<file path="config.mk">
export PLATFORM = sky130hd
export DESIGN_NAME = seq_stream_tx
export DESIGN_NICKNAME = d
export VERILOG_FILES = /design/src/rtl/seq_pkg.sv /design/src/rtl/seq_shift_reg.sv /design/src/rtl/seq_stream_tx.sv
export SDC_FILE = /design/constraint.sdc
export NUM_CORES = 1
export LEC_CHECK = 0
export ABC_AREA = 1
export BUFFER_PORTS_ARGS = -buffer_cell sky130_fd_sc_hd__buf_4
export CORE_UTILIZATION = 35
export CTS_CLUSTER_DIAMETER = 60
export DETAILED_ROUTE_END_ITERATION = 10
export SKIP_LAST_GASP = 1
export SYNTH_ARGS = -nofsm -noshare
export SYNTH_HDL_FRONTEND = slang
export SYNTH_SLANG_ARGS = --single-unit
</file>
<file path="constraint.sdc">
create_clock -name clk -period 1.6 [get_ports clk]
set_input_delay 0.32 -clock clk [delete_from_list [all_inputs] [get_ports clk]]
set_output_delay 0.32 -clock clk [all_outputs]
set_load 0.05 [all_outputs]
</file>
<file path="src/rtl/seq_pkg.sv">
// Shared definitions for the serial stimulus transmitter and the detector benches.
// State encodings double as the detector benches' currstate decode values.
package seq_pkg;

    typedef enum logic [1:0] {
        ST_IDLE  = 2'b00,
        ST_SHIFT = 2'b01,
        ST_GAP   = 2'b10,
        ST_DONE  = 2'b11
    } tx_state_e;

    localparam logic [1:0] SEQ_IDLE  = 2'b00;
    localparam logic [1:0] SEQ_SHIFT = 2'b01;
    localparam logic [1:0] SEQ_GAP   = 2'b10;
    localparam logic [1:0] SEQ_DONE  = 2'b11;

    localparam int DEF_PAT_W   = 8;
    localparam int DEF_GAP_CYC = 2;

    // Counter width able to hold n-1, never narrower than one bit.
    function automatic int cnt_w(input int n);
        return (n < 2) ? 1 : $clog2(n);
    endfunction

endpackage

</file>
<file path="src/rtl/seq_shift_reg.sv">
// Loadable MSB-first left shifter with a captured copy for repetitions.
// Build option SEQ_STREAM_TX_PARITY_EN adds the copy's even-parity output.
module seq_shift_reg #(
    parameter int PAT_W = 8
) (
    input  logic             clk,
    input  logic             rst_n,
    input  logic             load,
    input  logic             shift,
    input  logic             reload,
    input  logic [PAT_W-1:0] load_val,
    output logic             msb,
    output logic             copy_msb
`ifdef SEQ_STREAM_TX_PARITY_EN
    ,
    output logic             copy_par
`endif
);

    logic [PAT_W-1:0] shreg_q, shreg_d;
    logic [PAT_W-1:0] copy_q, copy_d;

    // load and reload present bit PAT_W-1 in the same edge, so store the remainder pre-shifted
    always_comb begin
        shreg_d = shreg_q;
        copy_d  = copy_q;
        if (load) begin
            shreg_d = load_val << 1;
            copy_d  = load_val;
        end else if (reload) begin
            shreg_d = copy_q << 1;
        end else if (shift) begin
            shreg_d = shreg_q << 1;
        end
    end

    always_ff @(posedge clk or negedge rst_n) begin
        if (!rst_n) begin
            shreg_q <= '0;
            copy_q  <= '0;
        end else begin
            shreg_q <= shreg_d;
            copy_q  <= copy_d;
        end
    end

    assign msb      = shreg_q[PAT_W-1];
    assign copy_msb = copy_q[PAT_W-1];
`ifdef SEQ_STREAM_TX_PARITY_EN
    assign copy_par = ^copy_q;
`endif

endmodule

</file>
<file path="src/rtl/seq_stream_tx.sv">
// Serial pattern transmitter feeding the FSM sequence detectors: MSB-first, repeated, gapped.
// Build option SEQ_STREAM_TX_PARITY_EN appends an even-parity bit to every frame.
module seq_stream_tx
    import seq_pkg::*;
#(
    parameter int PAT_W   = DEF_PAT_W,
    parameter int GAP_CYC = DEF_GAP_CYC,
    parameter int REP_W   = 4
) (
    input  logic             clk,
    input  logic             rst_n,
    input  logic             start,
    input  logic             abort,
    input  logic [PAT_W-1:0] pattern,
    input  logic [REP_W-1:0] rep_cnt,
    output logic             out_bit,
    output logic             out_valid,
    output logic             busy,
    output logic             done,
    output logic [1:0]       tx_state
);

`ifdef SEQ_STREAM_TX_PARITY_EN
    localparam int FRAME_W = PAT_W + 1;
`else
    localparam int FRAME_W = PAT_W;
`endif
    localparam int BIT_W = $clog2(FRAME_W + 1);
    localparam int GAP_W = cnt_w(GAP_CYC + 1);

    tx_state_e        state_q, state_d;
    logic [BIT_W-1:0] bit_cnt_q, bit_cnt_d;
    logic [GAP_W-1:0] gap_cnt_q, gap_cnt_d;
    logic [REP_W-1:0] reps_q, reps_d;
    logic             out_bit_q, out_bit_d;
    logic             out_valid_q, out_valid_d;
    logic             busy_q, busy_d;
    logic             done_q, done_d;

    logic sr_load, sr_shift, sr_reload;
    logic sr_msb, sr_copy_msb;
`ifdef SEQ_STREAM_TX_PARITY_EN
    logic sr_par;
`endif

    seq_shift_reg #(.PAT_W(PAT_W)) u_shreg (
        .clk      (clk),
        .rst_n    (rst_n),
        .load     (sr_load),
        .shift    (sr_shift),
        .reload   (sr_reload),
        .load_val (pattern),
        .msb      (sr_msb),
        .copy_msb (sr_copy_msb)
`ifdef SEQ_STREAM_TX_PARITY_EN
        ,
        .copy_par (sr_par)
`endif
    );

    // bit_cnt counts bits already on the output; the frame ends when it reaches FRAME_W
    always_comb begin
        state_d     = state_q;
        bit_cnt_d   = bit_cnt_q;
        gap_cnt_d   = gap_cnt_q;
        reps_d      = reps_q;
        out_bit_d   = 1'b0;
        out_valid_d = 1'b0;
        done_d      = 1'b0;
        sr_load     = 1'b0;
        sr_shift    = 1'b0;
        sr_reload   = 1'b0;

        case (state_q)
            ST_IDLE: begin
                if (start && !abort) begin
                    state_d     = ST_SHIFT;
                    sr_load     = 1'b1;
                    reps_d      = rep_cnt;
                    bit_cnt_d   = BIT_W'(1);
                    out_bit_d   = pattern[PAT_W-1];
                    out_valid_d = 1'b1;
                end
            end
            ST_SHIFT: begin
                if (bit_cnt_q != BIT_W'(FRAME_W)) begin
                    out_valid_d = 1'b1;
                    bit_cnt_d   = bit_cnt_q + BIT_W'(1);
                    out_bit_d   = sr_msb;
                    sr_shift    = 1'b1;
`ifdef SEQ_STREAM_TX_PARITY_EN
                    if (bit_cnt_q == BIT_W'(PAT_W)) begin
                        out_bit_d = sr_par;
                        sr_shift  = 1'b0;
                    end
`endif
                end else if (reps_q != '0) begin
                    reps_d = reps_q - REP_W'(1);
                    if (GAP_CYC == 0) begin
                        sr_reload   = 1'b1;
                        bit_cnt_d   = BIT_W'(1);
                        out_bit_d   = sr_copy_msb;
                        out_valid_d = 1'b1;
                    end else begin
                        state_d   = ST_GAP;
                        gap_cnt_d = GAP_W'(1);
                    end
                end else begin
                    state_d = ST_DONE;
                    done_d  = 1'b1;
                end
            end
            ST_GAP: begin
                if (gap_cnt_q == GAP_W'(GAP_CYC)) begin
                    state_d     = ST_SHIFT;
                    sr_reload   = 1'b1;
                    bit_cnt_d   = BIT_W'(1);
                    out_bit_d   = sr_copy_msb;
                    out_valid_d = 1'b1;
                end else begin
                    gap_cnt_d = gap_cnt_q + GAP_W'(1);
                end
            end
            ST_DONE: state_d = ST_IDLE;
            default: state_d = ST_IDLE;
        endcase

        if (abort && state_q != ST_IDLE) begin
            state_d     = ST_IDLE;
            out_bit_d   = 1'b0;
            out_valid_d = 1'b0;
            done_d      = 1'b0;
            sr_load     = 1'b0;
            sr_shift    = 1'b0;
            sr_reload   = 1'b0;
        end

        busy_d = (state_d != ST_IDLE);
    end

    always_ff @(posedge clk or negedge rst_n) begin
        if (!rst_n) begin
            state_q     <= ST_IDLE;
            bit_cnt_q   <= '0;
            gap_cnt_q   <= '0;
            reps_q      <= '0;
            out_bit_q   <= 1'b0;
            out_valid_q <= 1'b0;
            busy_q      <= 1'b0;
            done_q      <= 1'b0;
        end else begin
            state_q     <= state_d;
            bit_cnt_q   <= bit_cnt_d;
            gap_cnt_q   <= gap_cnt_d;
            reps_q      <= reps_d;
            out_bit_q   <= out_bit_d;
            out_valid_q <= out_valid_d;
            busy_q      <= busy_d;
            done_q      <= done_d;
        end
    end

    assign out_bit   = out_bit_q;
    assign out_valid = out_valid_q;
    assign busy      = busy_q;
    assign done      = done_q;
    assign tx_state  = state_q;

endmodule
</file>
==> impl_results.md <==
* Rows at 24
* Mean post-synth cell area at 8.02 µm²
* R2r worst-path depth at 9
* Number of clock sinks at 31
* CTS tree: yes
* Minimum clock period at 1490 ps
* Leading area contributor after synthesis: dfrtp_1
* Clock latency on the worst-skew pair at between 200 and 300 ps
* Wirelength, routed at 3360 µm
* Nets at 259
* Hold Path Depth at 3
* Dpl cell area at 1880 µm²
* CP most frequent cell: nand2_1
* Post-route total power at 3.44 mW
* Reg power frac at 36.8%
* Clk_skew at 2.63 ps
* Worst min-delay path class: input pin to flop
* Initial drt markers at 52
* PwrDens at roughly 1700 nW/µm²
* Final Hold Viols at 0
* CP endpoint kind: flop
* Clock Tree Buf Depth at 2
* CTS root buffer: clkbuf_8
* Pin count of the biggest net entering global routing at 32
* Post-synthesis register bit count at 31
* Number of port buffers at 21
* P_sw at about 1.4 mW
* Starting Density at roughly 37%
* Filler instances at 442
* GRT Util Overall at 14.9%
* Drt via density at 4.70
* Rel. slew slack at 72.7%
* RR Startpoint: bit_cnt_q[1]
* Yosys warnings at 0
* Period utilization at 93.1%
* ANT cells at 0
* Post-DP HPWL at 2440 µm
* Crit-path max cell delay at approximately 400 ps
* Sw frac at 41.5%
* Clock power share at 19.5%
* Hold Crit Start: pattern[3]
* Vias post-DR at 1367
* Crit-path slowest cell: dfrtp_1
* Cell variety after synth at 24
* Max Cap Viol at 0
* Die area at between 5000 and 6000 µm²
* Num CTS Buffers at 5
* Worst Hold End: u_shreg.copy_q[3]
* CP Cell Sequence: inv_1 -> ha_1 -> nand3_2 -> nand2_2 -> nand3_4 -> nand2_8 -> clkinv_4 -> nand2_1 -> nand2_1
* First-pass GRT wire length at 5790 µm
* Core area at 4470 µm²
* Global route overflow at 0
* Post-synth ARST share at 100%
* Mapped Area at ~1700 µm²
* Internal at 2.01 mW
* CTS H-Tree Depth at 2
* Area contributors post-synth: dfrtp_1 (47%), nand2_1 (14%), inv_1 (7.0%)
* Register area share after synthesis at 46.5%
* Post-synth top flop: dfrtp_1
* Cell count after placement at 280
* DRC viols at 0
* First-pass detailed-route iteration total at 6
* CP Data Arrival Time at 1660 ps
* Worst-path clk slew at 60 ps
* Fin worst setup slack at 111 ps
* Final setup vio count at 0
* Worst-Margin Slew at 410 ps
* Reg-to-Reg End: u_shreg.shreg_q[2]
* Drt wl/cell at between 10 and 15 µm
* Vias in the first global route at 1282
* Die height at 71.0 µm
* Syn nets at around 230
* Status: finished, final reports clean
* Worst path required time at 1770 ps
* Final instance area at 2020 µm²
* Gate power share at 43.7%
* Critical Path Fanout Max at 8
* Fraction of layout cells with a size suffix above 1 at 20.9%
* Worst VDD drop at 0.00111 V
* Leakage at roughly 1.1 nW
* Fmax at 672 MHz
* Post-route ant nets at 0
* Fin. max-slew vios at 0
* Chip width at 71.0 µm
* Top cell type's share of synthesized area at a little under half
* Area grow syn2layout at 21.2%
* Post-Syn Instances at 208
* R2r setup slk at 110 ps
* Non-filler cells, final at roughly 290
* Crit path kind: flop to flop
* Setup WS pre-CTS at 57.7 ps
* RD Place Congestion at 0.796
* EDFF count, synth at 0
* Worst Setup Start Kind: flop
* Initial antenna violation count at 0
* Io pins at 22
[state kept, by name, indices dropped and copies added (netlist names)]
register / flops
done: 1
u_shreg.shreg_q: 7
bit_cnt_q: 4
out_bit: 1
gap_cnt_q: 2
tx_state: 2
busy: 1
out_valid: 1
u_shreg.copy_q: 8
reps_q: 4
[routing by layer]
layer / share of wire [%] / wire, µm / track usage (%) / vias to the layer above
met3: 2.9 / 98 / 3.13 / 5
li1: - / - / - / 714
met5: 0 / 0 / 0 / -
met2: 42 / 1430 / 22.1 / 28
met1: 52 / 1760 / 20.6 / 620
met4: 2.3 / 77 / 8.00 / 0
[critical path: cells and delay by family, from the launching register on]
| family | cells | cell delay, ps |
|---|---|---|
| adders and majority gates | 1 | 190 |
| buffers and inverters | 2 | 170 |
| DFF | 1 | 400 |
| and+or+nand+nor | 6 | 640 |
[metrics by stage]
step	hold WS [ps]	setup TNS [ps]	utilization (%)
2_1_floorplan	24.4	0	-
3_3_place_gp	280	0	42.0
3_5_place_dp	281	0	42.0
4_1_cts	271	0	44.5
5_1_grt	288	-2.74	45.2
6_report	277	0	45.2
[worst max path at each step]
stage                         end         start  depth (start not counted)
6_report       u_shreg.shreg_q[2]  bit_cnt_q[1]                          9
5_1_grt        u_shreg.shreg_q[7]  bit_cnt_q[1]                          9
4_1_cts        u_shreg.shreg_q[2]  bit_cnt_q[0]                          9
3_5_place_dp   u_shreg.shreg_q[2]  bit_cnt_q[0]                          9
3_3_place_gp   u_shreg.shreg_q[7]  bit_cnt_q[0]                          9
2_1_floorplan  u_shreg.shreg_q[2]   tx_state[0]                          7
[timing repair]
item | in CTS | in global routing
setup endpoints to repair | 0 | 11
hold buffers | 1 | 0
buffers inserted | 0 | 2
hold endpoints to repair | 31 | 0
resized for setup | 0 | 3
[layout by cell type, fill, tap and decap left out]
cell type	netlist	routed
ha_1	5	5
o21ai_1	3	3
nor2_1	8	7
or2_2	1	1
nor2_2	0	1
nor3_1	2	2
nand2_2	2	2
nor2_4	2	2
buf_4	0	25
nand3_2	2	3
xor2_1	2	2
clkbuf_1	1	1
dfrtp_1	31	31
nand2_1	62	62
inv_1	31	31
a21oi_4	1	1
inv_2	4	4
nand4_1	7	7
nand2_4	2	1
clkbuf_8	0	7
nand2_8	0	1
xnor2_1	1	1
clkinv_4	1	1
nand3_1	16	15
o21ai_0	20	20
nand3_4	1	1
o211ai_1	1	1
dlygate4sd3_1	0	1
[cell families (layout without fill, tap and decap cells)]
kind of cell / Yosys count / after routing / share of synthesized area (%)
XOR/XNOR: 3 / 3 / 1.58
buffers and inverters: 39 / 70 / 9.98
adder cells (fa/ha/maj): 5 / 5 / 3.75
flip-flops: 31 / 31 / 46.5
AO/OA/AOI/OAI: 25 / 25 / 8.33
AND/OR/NAND/NOR: 105 / 105 / 29.9
[cell usage after synthesis, types with 3 or more instances]
| cell | instances |
|---|---|
| o21ai_0 | 20 |
| nand4_1 | 7 |
| nand2_1 | 62 |
| inv_1 | 31 |
| nor2_1 | 8 |
| dfrtp_1 | 31 |
| o21ai_1 | 3 |
| nand3_1 | 16 |
| inv_2 | 4 |
| ha_1 | 5 |
[layout make-up]
| class | count | area, µm² | area share [%] |
|---|---|---|---|
| Inverter | 36 | 140 | 6.93 |
| Tap cell | 52 | 65.1 | 3.22 |
| Sequential cell | 31 | 776 | 38.4 |
| Multi-Input combinational cell | 138 | 742 | 36.7 |
| Clock buffer | 8 | 100 | 4.95 |
| Timing Repair Buffer | 26 | 198 | 9.78 |
[power groups by stage]
stage / Combinational (mW) / Clock [mW] / Sequential, mW
CTS: 1.43 / 0.689 / 1.27
detailed placement: 1.43 / 0 / 1.28
global route: 1.69 / 0.723 / 1.30
finish: 1.50 / 0.671 / 1.27
global placement: 1.41 / 0 / 1.28
floorplan: 0.927 / 0 / 1.41
No activity file was read; power rests on OpenSTA's default activity.
